==> src/rtl/pe_seq_ctrl.sv <==
// Frame sequencer for a background-removal PE: averages a frame from pixel
// memory, then streams each pixel through the PE and writes back its result.
module pe_seq_ctrl #(
   parameter int unsigned LOG2_NPIX = 4
) (
   input  logic                 i_clk,
   input  logic                 i_reset,
   input  logic                 i_start,
   input  logic [7:0]           i_threshold,
   input  logic [7:0]           i_desired_bg_r,
   input  logic [7:0]           i_desired_bg_g,
   input  logic [7:0]           i_desired_bg_b,
   output logic                 o_mem_rd,
   output logic [LOG2_NPIX-1:0] o_mem_addr,
   input  logic [7:0]           i_mem_r,
   input  logic [7:0]           i_mem_g,
   input  logic [7:0]           i_mem_b,
   output logic [7:0]           o_red_in,
   output logic [7:0]           o_green_in,
   output logic [7:0]           o_blue_in,
   output logic [7:0]           o_red_exp,
   output logic [7:0]           o_green_exp,
   output logic [7:0]           o_blue_exp,
   output logic [7:0]           o_pe_threshold,
   output logic [7:0]           o_pe_bg_r,
   output logic [7:0]           o_pe_bg_g,
   output logic [7:0]           o_pe_bg_b,
   output logic                 o_start_bgremoval,
   input  logic                 i_pe_done,
   input  logic [7:0]           i_red_out,
   input  logic [7:0]           i_green_out,
   input  logic [7:0]           i_blue_out,
   output logic                 o_ack,
   output logic                 o_wr_en,
   output logic [LOG2_NPIX-1:0] o_wr_addr,
   output logic [7:0]           o_wr_r,
   output logic [7:0]           o_wr_g,
   output logic [7:0]           o_wr_b,
   output logic                 o_busy,
   output logic                 o_done
);

   localparam int unsigned SUM_W = 8 + LOG2_NPIX;
   localparam logic [LOG2_NPIX-1:0] IDX_LAST = {LOG2_NPIX{1'b1}};

   typedef enum logic [3:0] {
      S_IDLE     = 4'd0,
      S_SUM_RD   = 4'd1,
      S_SUM_ACC  = 4'd2,
      S_AVG      = 4'd3,
      S_BG_RD    = 4'd4,
      S_BG_LOAD  = 4'd5,
      S_BG_ISSUE = 4'd6,
      S_BG_WAIT  = 4'd7,
      S_BG_ACK   = 4'd8,
      S_FIN      = 4'd9
   } state_t;

   state_t                 r_state;
   state_t                 w_state_nxt;
   logic [LOG2_NPIX-1:0]   r_idx;
   logic [LOG2_NPIX-1:0]   w_idx_nxt;
   logic [SUM_W-1:0]       r_sum_r;
   logic [SUM_W-1:0]       r_sum_g;
   logic [SUM_W-1:0]       r_sum_b;

   logic w_accept;
   logic w_sum_add;
   logic w_avg_ld;
   logic w_pix_ld;
   logic w_res_ld;
   logic w_mem_rd_nxt;
   logic w_start_pe_nxt;
   logic w_ack_nxt;
   logic w_busy_nxt;
   logic w_done_nxt;

   // State register
   always_ff @(posedge i_clk) begin
      if (i_reset) begin
         r_state <= S_IDLE;
      end else begin
         r_state <= w_state_nxt;
      end
   end

   // Next-state, datapath enables, and next values of the strobe outputs
   always_comb begin
      w_state_nxt = r_state;
      w_idx_nxt   = r_idx;
      w_accept    = 1'b0;
      w_sum_add   = 1'b0;
      w_avg_ld    = 1'b0;
      w_pix_ld    = 1'b0;
      w_res_ld    = 1'b0;

      case (r_state)
         S_IDLE: begin
            if (i_start) begin
               w_accept    = 1'b1;
               w_idx_nxt   = '0;
               w_state_nxt = S_SUM_RD;
            end
         end
         S_SUM_RD:   w_state_nxt = S_SUM_ACC;
         S_SUM_ACC: begin
            w_sum_add = 1'b1;
            if (r_idx == IDX_LAST) begin
               w_idx_nxt   = '0;
               w_state_nxt = S_AVG;
            end else begin
               w_idx_nxt   = r_idx + LOG2_NPIX'(1);
               w_state_nxt = S_SUM_RD;
            end
         end
         S_AVG: begin
            w_avg_ld    = 1'b1;
            w_state_nxt = S_BG_RD;
         end
         S_BG_RD:    w_state_nxt = S_BG_LOAD;
         S_BG_LOAD: begin
            w_pix_ld    = 1'b1;
            w_state_nxt = S_BG_ISSUE;
         end
         S_BG_ISSUE: w_state_nxt = S_BG_WAIT;
         S_BG_WAIT: begin
            if (i_pe_done) begin
               w_res_ld    = 1'b1;
               w_state_nxt = S_BG_ACK;
            end
         end
         // Ack is held for the whole stay here, so it lasts at least one cycle
         S_BG_ACK: begin
            if (!i_pe_done) begin
               if (r_idx == IDX_LAST) begin
                  w_idx_nxt   = '0;
                  w_state_nxt = S_FIN;
               end else begin
                  w_idx_nxt   = r_idx + LOG2_NPIX'(1);
                  w_state_nxt = S_BG_RD;
               end
            end
         end
         S_FIN:      w_state_nxt = S_IDLE;
         default:    w_state_nxt = S_IDLE;
      endcase

      w_mem_rd_nxt   = (w_state_nxt == S_SUM_RD) || (w_state_nxt == S_BG_RD);
      w_start_pe_nxt = (w_state_nxt == S_BG_ISSUE);
      w_ack_nxt      = (w_state_nxt == S_BG_ACK);
      w_busy_nxt     = (w_state_nxt != S_IDLE);
      w_done_nxt     = (w_state_nxt == S_FIN);
   end

   // Datapath and registered outputs
   always_ff @(posedge i_clk) begin
      if (i_reset) begin
         r_idx             <= '0;
         r_sum_r           <= '0;
         r_sum_g           <= '0;
         r_sum_b           <= '0;
         o_pe_threshold    <= '0;
         o_pe_bg_r         <= '0;
         o_pe_bg_g         <= '0;
         o_pe_bg_b         <= '0;
         o_red_exp         <= '0;
         o_green_exp       <= '0;
         o_blue_exp        <= '0;
         o_red_in          <= '0;
         o_green_in        <= '0;
         o_blue_in         <= '0;
         o_wr_r            <= '0;
         o_wr_g            <= '0;
         o_wr_b            <= '0;
         o_wr_addr         <= '0;
         o_wr_en           <= 1'b0;
         o_mem_rd          <= 1'b0;
         o_mem_addr        <= '0;
         o_start_bgremoval <= 1'b0;
         o_ack             <= 1'b0;
         o_busy            <= 1'b0;
         o_done            <= 1'b0;
      end else begin
         r_idx <= w_idx_nxt;

         if (w_accept) begin
            o_pe_threshold <= i_threshold;
            o_pe_bg_r      <= i_desired_bg_r;
            o_pe_bg_g      <= i_desired_bg_g;
            o_pe_bg_b      <= i_desired_bg_b;
            r_sum_r        <= '0;
            r_sum_g        <= '0;
            r_sum_b        <= '0;
         end else if (w_sum_add) begin
            r_sum_r <= r_sum_r + SUM_W'(i_mem_r);
            r_sum_g <= r_sum_g + SUM_W'(i_mem_g);
            r_sum_b <= r_sum_b + SUM_W'(i_mem_b);
         end

         // Floor average; held until the next frame reaches AVG
         if (w_avg_ld) begin
            o_red_exp   <= 8'(r_sum_r >> LOG2_NPIX);
            o_green_exp <= 8'(r_sum_g >> LOG2_NPIX);
            o_blue_exp  <= 8'(r_sum_b >> LOG2_NPIX);
         end

         if (w_pix_ld) begin
            o_red_in   <= i_mem_r;
            o_green_in <= i_mem_g;
            o_blue_in  <= i_mem_b;
         end

         if (w_res_ld) begin
            o_wr_r    <= i_red_out;
            o_wr_g    <= i_green_out;
            o_wr_b    <= i_blue_out;
            o_wr_addr <= r_idx;
         end

         o_wr_en           <= w_res_ld;
         o_mem_rd          <= w_mem_rd_nxt;
         o_mem_addr        <= w_idx_nxt;
         o_start_bgremoval <= w_start_pe_nxt;
         o_ack             <= w_ack_nxt;
         o_busy            <= w_busy_nxt;
         o_done            <= w_done_nxt;
      end
   end

endmodule

==> config.mk <==
export PLATFORM = sky130hd
export DESIGN_NAME = pe_seq_ctrl
export DESIGN_NICKNAME = d
export VERILOG_FILES = /design/src/rtl/pe_seq_ctrl.sv
export SDC_FILE = /design/constraint.sdc
export NUM_CORES = 1
export LEC_CHECK = 0
export BUFFER_PORTS_ARGS = -buffer_cell sky130_fd_sc_hd__buf_2
export CAP_MARGIN = 40
export CORE_ASPECT_RATIO = 1.1
export CORE_MARGIN = 4
export CORE_UTILIZATION = 45
export DETAILED_ROUTE_END_ITERATION = 8
export GPL_ROUTABILITY_DRIVEN = 0
export HOLD_SLACK_MARGIN = 0.02
export PLACE_DENSITY = 0.79
export SYNTH_ARGS = -nofsm -noshare
export SYNTH_HDL_FRONTEND = slang
export SYNTH_SLANG_ARGS = --single-unit
==> constraint.sdc <==
create_clock -name i_clk -period 2.3 [get_ports i_clk]
set_input_delay 0.115 -clock i_clk [delete_from_list [all_inputs] [get_ports i_clk]]
set_output_delay 0.115 -clock i_clk [all_outputs]
set_load 0.01 [all_outputs]
* Yosys cells after proc, flatten, opt, wreduce, memory -nomap -nowiden *
Index checks and enable logic that the tools add are counted.

word-level totals
  register bits = 158
  bits in latches = 0
  memory bits (writable) = 0
  memory bits (read-only) = 0
  input bits = 84
  output and inout port bits = 118
  word-level logic and storage cells = 68
  memories kept = 0

cells by class
  $add $sub $neg = 4
  multiply operators = 0
  divide/modulo/power cells = 0
  $lt $le $gt $ge = 0
  equal/unequal tests = 16
  shifts and indexed selects = 0
  muxes and demuxes = 17
  bitwise logic cells = 0
  reductions and logical operators = 6

operator list
  kind                                                              number
  12-bit by 8-bit adder with 12-bit output                          3
  4-bit case mux with 9 select lines                                1
  4-bit two-way mux                                                 7
  4-bit by 3-bit == test with 1-bit output (second input constant)  6
  4-bit == test (second input constant)                             4
  4-bit case mux with 3 select lines                                1
  4-bit by 1-bit == test with 1-bit output (second input constant)  2
  4-bit by 2-bit == test with 1-bit output (second input constant)  2
  1-bit two-way mux                                                 7
  4-bit by 1-bit adder with 4-bit output (second input constant)    1
  4-bit logical NOT                                                 1
  2-bit inequality test (second input constant)                     2
  4-bit nonzero test                                                1
  3-bit AND reduction                                               1
  3-bit nonzero test                                                1
  2-bit two-way mux                                                 1
  2-bit OR reduction                                                1
  1-bit logical OR                                                  1

* Depth between registers and ports, before layout *
  depth in word-level cells = 6
  mapped depth = 8
  depth with buffers taken out = 8

* Worst setup path before layout *
OpenSTA, ideal clock, no wires.

  path type = flip-flop to flip-flop
  start point = register r_sum_r[0]
  end point = register r_sum_r[10]
  setup time = 0.115 ns
  arrival = 1.744 ns
  data required time = 2.185 ns
  path slack = 0.441 ns
  stages on the path, launching flop included = 8
  path buffers = 0
  clock period less this slack = 1.859 ns
  cells stage by stage = dfxtp_1 -> ha_1 -> fa_1 -> a211oi_1 -> nor2_1 -> o311ai_1 -> xor2_1 -> nor2_2

on the way
  word-level cells in the longest chain between the ends = 1

ends and longest elaborated chain
  item                                      line  RTL
  start: declaration                        63    logic [SUM_W-1:0] r_sum_r;
  start signal: assignment                  195   r_sum_r <= r_sum_r + SUM_W'(i_mem_r);
  12-bit by 8-bit adder with 12-bit output  195

No other way between the ends.
A chain may end at the register's enable or synchronous reset.

* Worst setup path after layout *
  start point = input port i_mem_g[0]
  end point = register r_sum_g[10]

on the way
  word-level cells in the longest chain between the ends = 1

ends and longest elaborated chain
  item                                      line  RTL
  start: declaration                        16    input logic [7:0] i_mem_g,
  12-bit by 8-bit adder with 12-bit output  196   r_sum_g <= r_sum_g + SUM_W'(i_mem_g);
  end signal: assignment                    196
  end: declaration                          64    logic [SUM_W-1:0] r_sum_g;

No other way between the ends.

==> impl_metrics.env <==
export IMPL_crit_buf_inv=2
export IMPL_rr_startpoint="r_sum_g[0]$_SDFFE_PP0P_"
export IMPL_rows=46
export IMPL_critPathSlowestCell="dlygate4sd3_1"
export IMPL_wl_per_cell_um=14.4
export IMPL_synth_top_area_share_pct=47.3
export IMPL_cts_tree="built"
export IMPL_area_growth_synth_to_final_pct=38.7
export IMPL_ys_ff_latch=158
export IMPL_vias_per_cell=5.03
export IMPL_grt_usage_pct=22.2
export IMPL_nets=1190
export IMPL_setup_viol=0
export IMPL_required_ns=2.61
export IMPL_outcome="complete, no violations"
export IMPL_p_per_area_nw_per_um2=702
export IMPL_layout_common_cells="nand2_1, buf_2, dfxtp_1"
export IMPL_drt_wl_total_um=18500
export IMPL_mostFrequentLayoutCell="nand2_1"
export IMPL_utilization_pct=64.0
export IMPL_fin_skew_ns=0.0138
export IMPL_synth_avg_cell_area_sq_um=8.25
export IMPL_crit_arrival_ns=2.36
export IMPL_layout_drive_gt1_share_pct=24.6
export IMPL_cellLeakagePower_nw=4.03
export IMPL_r2r_slack_ns=0.32
export IMPL_hold_viol=0
export IMPL_synth_area_sq_um=6690
export IMPL_synthFlopType="dfxtp_1"
export IMPL_fin_cells=1283
export IMPL_busiest_layer="met2"
export IMPL_hp_start="i_reset"
export IMPL_path_clk_slew_ns=0.06
export IMPL_initial_utilization_pct=46.1
export IMPL_holdPathEnd="r_state[0]$_SDFF_PP0_"
export IMPL_synth_cells=811
export IMPL_grt_use_met1_pct=26.5
export IMPL_timing_setup_tns_ns=0
export IMPL_slew_viol_final=0
export IMPL_die_y_um=136
export IMPL_yosys_area_top_type="dfxtp_1"
export IMPL_place_ws_ns=0.345
export IMPL_cts_htree_levels=4
export IMPL_insertion_delay_ns=0.43
export IMPL_use_met3_pct=5.15
export IMPL_cts_sinks=158
export IMPL_worst_r2r_endpoint="r_sum_g[10]$_SDFFE_PP0P_"
export IMPL_grt_pass1_vias=6272
export IMPL_hp_class="primary input to register"
export IMPL_crit_path_start_kind="primary input"
export IMPL_finalCriticalPeriod_ns=2.05
export IMPL_ys_top_cells_by_area="dfxtp_1, nand2_1, a21oi_1"
export IMPL_post_cts_setup_buffer_count=0
export IMPL_grt_max_degree=45
export IMPL_drc_errors=0
export IMPL_rsz0062_at_grt="false"
export IMPL_clock_fmax_mhz=488
export IMPL_fp_dieW_um=124
export IMPL_relSlewSlack_pct=53.7
export IMPL_grt_pass1_wl_um=30800
export IMPL_critPathMaxStageDelay_ns=0.54
export IMPL_synthesis_nets=923
export IMPL_fin_ws_ns=0.251
export IMPL_dp_hpwl_um=11900
export IMPL_antenna_cells=0
export IMPL_crit_family="buffers and inverters"
export IMPL_use_met2_pct=38.8
export IMPL_timing_hold_ws_ns=0.124
export IMPL_hold_path_cell_count=2
export IMPL_seq_area_frac_synth_pct=47.3
export IMPL_io_pins=202
export IMPL_min_period_over_period_pct=89.1
export IMPL_worstSetupEndpointType="register"
export IMPL_dr_pass1_iters=4
export IMPL_clockRootBuffer="clkbuf_16"
export IMPL_worst_slew_pin_slew_ns=0.687
export IMPL_drtIter0Drc=286
export IMPL_path_class="primary input to register"
export IMPL_ys_async_sr_fraction_pct=0
export IMPL_max_cap_viol_count=0
export IMPL_grt_overflow_total=0
export IMPL_io_buffers=201
export IMPL_core_area_sq_um=14500
export IMPL_synth_edf_count=0
export IMPL_via_count=6454
export IMPL_yosysUniqueCellTypes=49
export IMPL_synth_warnings=0
export IMPL_fillers=1225
export IMPL_crit_fanout=4
export IMPL_ir_worst_vdd_v=0.000517
export IMPL_final_antenna_net_count=0
export IMPL_path_cells="dlygate4sd3_1 > buf_2 > ha_1 > fa_1 > a211oi_1 > nor2_1 > o311ai_1 > xor2_1 > nor2_2"
export IMPL_r2r_cells=7
export IMPL_clockBufferDepth=2
export IMPL_dp_cells=1171
export IMPL_die_area_sq_um=16900
export IMPL_cts_made_buffers=17
export IMPL_antenna_found_initial=0
[how the worst max path moves through the flow]
stage / end / start / cells after the start
after CTS: r_sum_r[10]$_SDFFE_PP0P_ / i_mem_r[0] / 9
after global routing: r_sum_r[10]$_SDFFE_PP0P_ / i_mem_r[0] / 9
after detailed placement: r_sum_r[10]$_SDFFE_PP0P_ / r_sum_r[0]$_SDFFE_PP0P_ / 7
after global placement: r_sum_r[10]$_SDFFE_PP0P_ / r_sum_r[0]$_SDFFE_PP0P_ / 7
final: r_sum_g[10]$_SDFFE_PP0P_ / i_mem_g[0] / 9
after floorplan: r_sum_r[10]$_SDFFE_PP0P_ / r_sum_r[0]$_SDFFE_PP0P_ / 7
[flip-flops by register name (all words and copies together) (netlist names), 4 cells and up]
| register | cells |
|---|---|
| o_blue_exp | 8 |
| o_blue_in | 8 |
| o_green_exp | 8 |
| o_green_in | 8 |
| o_pe_bg_b | 8 |
| o_pe_bg_g | 8 |
| o_pe_bg_r | 8 |
| o_pe_threshold | 8 |
| o_red_exp | 8 |
| o_red_in | 8 |
| o_wr_addr | 4 |
| o_wr_b | 8 |
| o_wr_g | 8 |
| o_wr_r | 8 |
| r_idx | 4 |
| r_state | 4 |
| r_sum_b | 12 |
| r_sum_g | 12 |
| r_sum_r | 12 |
[report_power, final]
part	switching [W]	internal (W)	total, W
clock network	0.00108	0.00195	0.00303
logic	0.000346	0.000301	0.000647
registers	0.0000370	0.00280	0.00283
total	0.00147	0.00505	0.00652
[cells in the mapped netlist, types with 7 or more instances]
cell type,instances
and2_1,7
nand3_1,13
a21oi_1,138
buf_4,7
dfxtp_1,158
xnor2_1,8
nor2_1,24
a21o_1,8
nor3_1,7
nor2_2,8
buf_2,12
o21ai_0,17
a211oi_1,11
o211ai_1,9
clkbuf_1,26
o31ai_1,8
xor2_1,16
ha_1,25
nand2_1,242
[stage by stage]
| step | total power, W | area (sq um) |
|---|---|---|
| after floorplan | 0.00322 | 6690 |
| after CTS | 0.00657 | 9280 |
| after global placement | 0.00342 | 7840 |
| final | 0.00652 | 9280 |
| after detailed placement | 0.00343 | 7840 |
| after global routing | 0.00677 | 9280 |
[cells by family after synthesis]
kind of cell | after synthesis | synth area share (%)
adders and majority gates | 28 | 5.57
and+or+nand+nor | 335 | 21.4
muxes | 1 | 0.150
DFF | 158 | 47.3
xor gates and xnor gates | 24 | 3.14
buffers and inverters | 54 | 3.87
AOI/OAI and AO/OA | 211 | 18.6
[worst reg2reg max path, cell delays in order, from the launching register on]
cell	delay, ns
dfxtp_1	0.31
ha_1	0.21
fa_1	0.42
a211oi_1	0.23
nor2_1	0.13
o311ai_1	0.29
xor2_1	0.21
nor2_2	0.05
[routing by layer]
metal	part of all wire [%]	vias to the layer above
met4	2.2	0
met3	5.1	29
met1	43	2960
met2	49	185
met5	0	-
li1	-	3280
[repair_timing]
item                       in CTS  in global routing
setup endpoints to repair       0                  0
hold buffers                   80                  0
hold endpoints to repair       80                  0
resized for setup               0                  0
[area by class of cell]
cell class / count / area (sq um) / share of cell area [%]
repair buffers: 297 / 1940 / 20.9
multi-input cells: 599 / 3270 / 35.3
inverters: 5 / 18.8 / 0.202
well taps: 192 / 240 / 2.59
clock inverters: 11 / 189 / 2.04
flip-flops and latches: 158 / 3160 / 34.1
clock buffers: 21 / 450 / 4.86
Note: power is estimated with default switching activity, not from simulation.
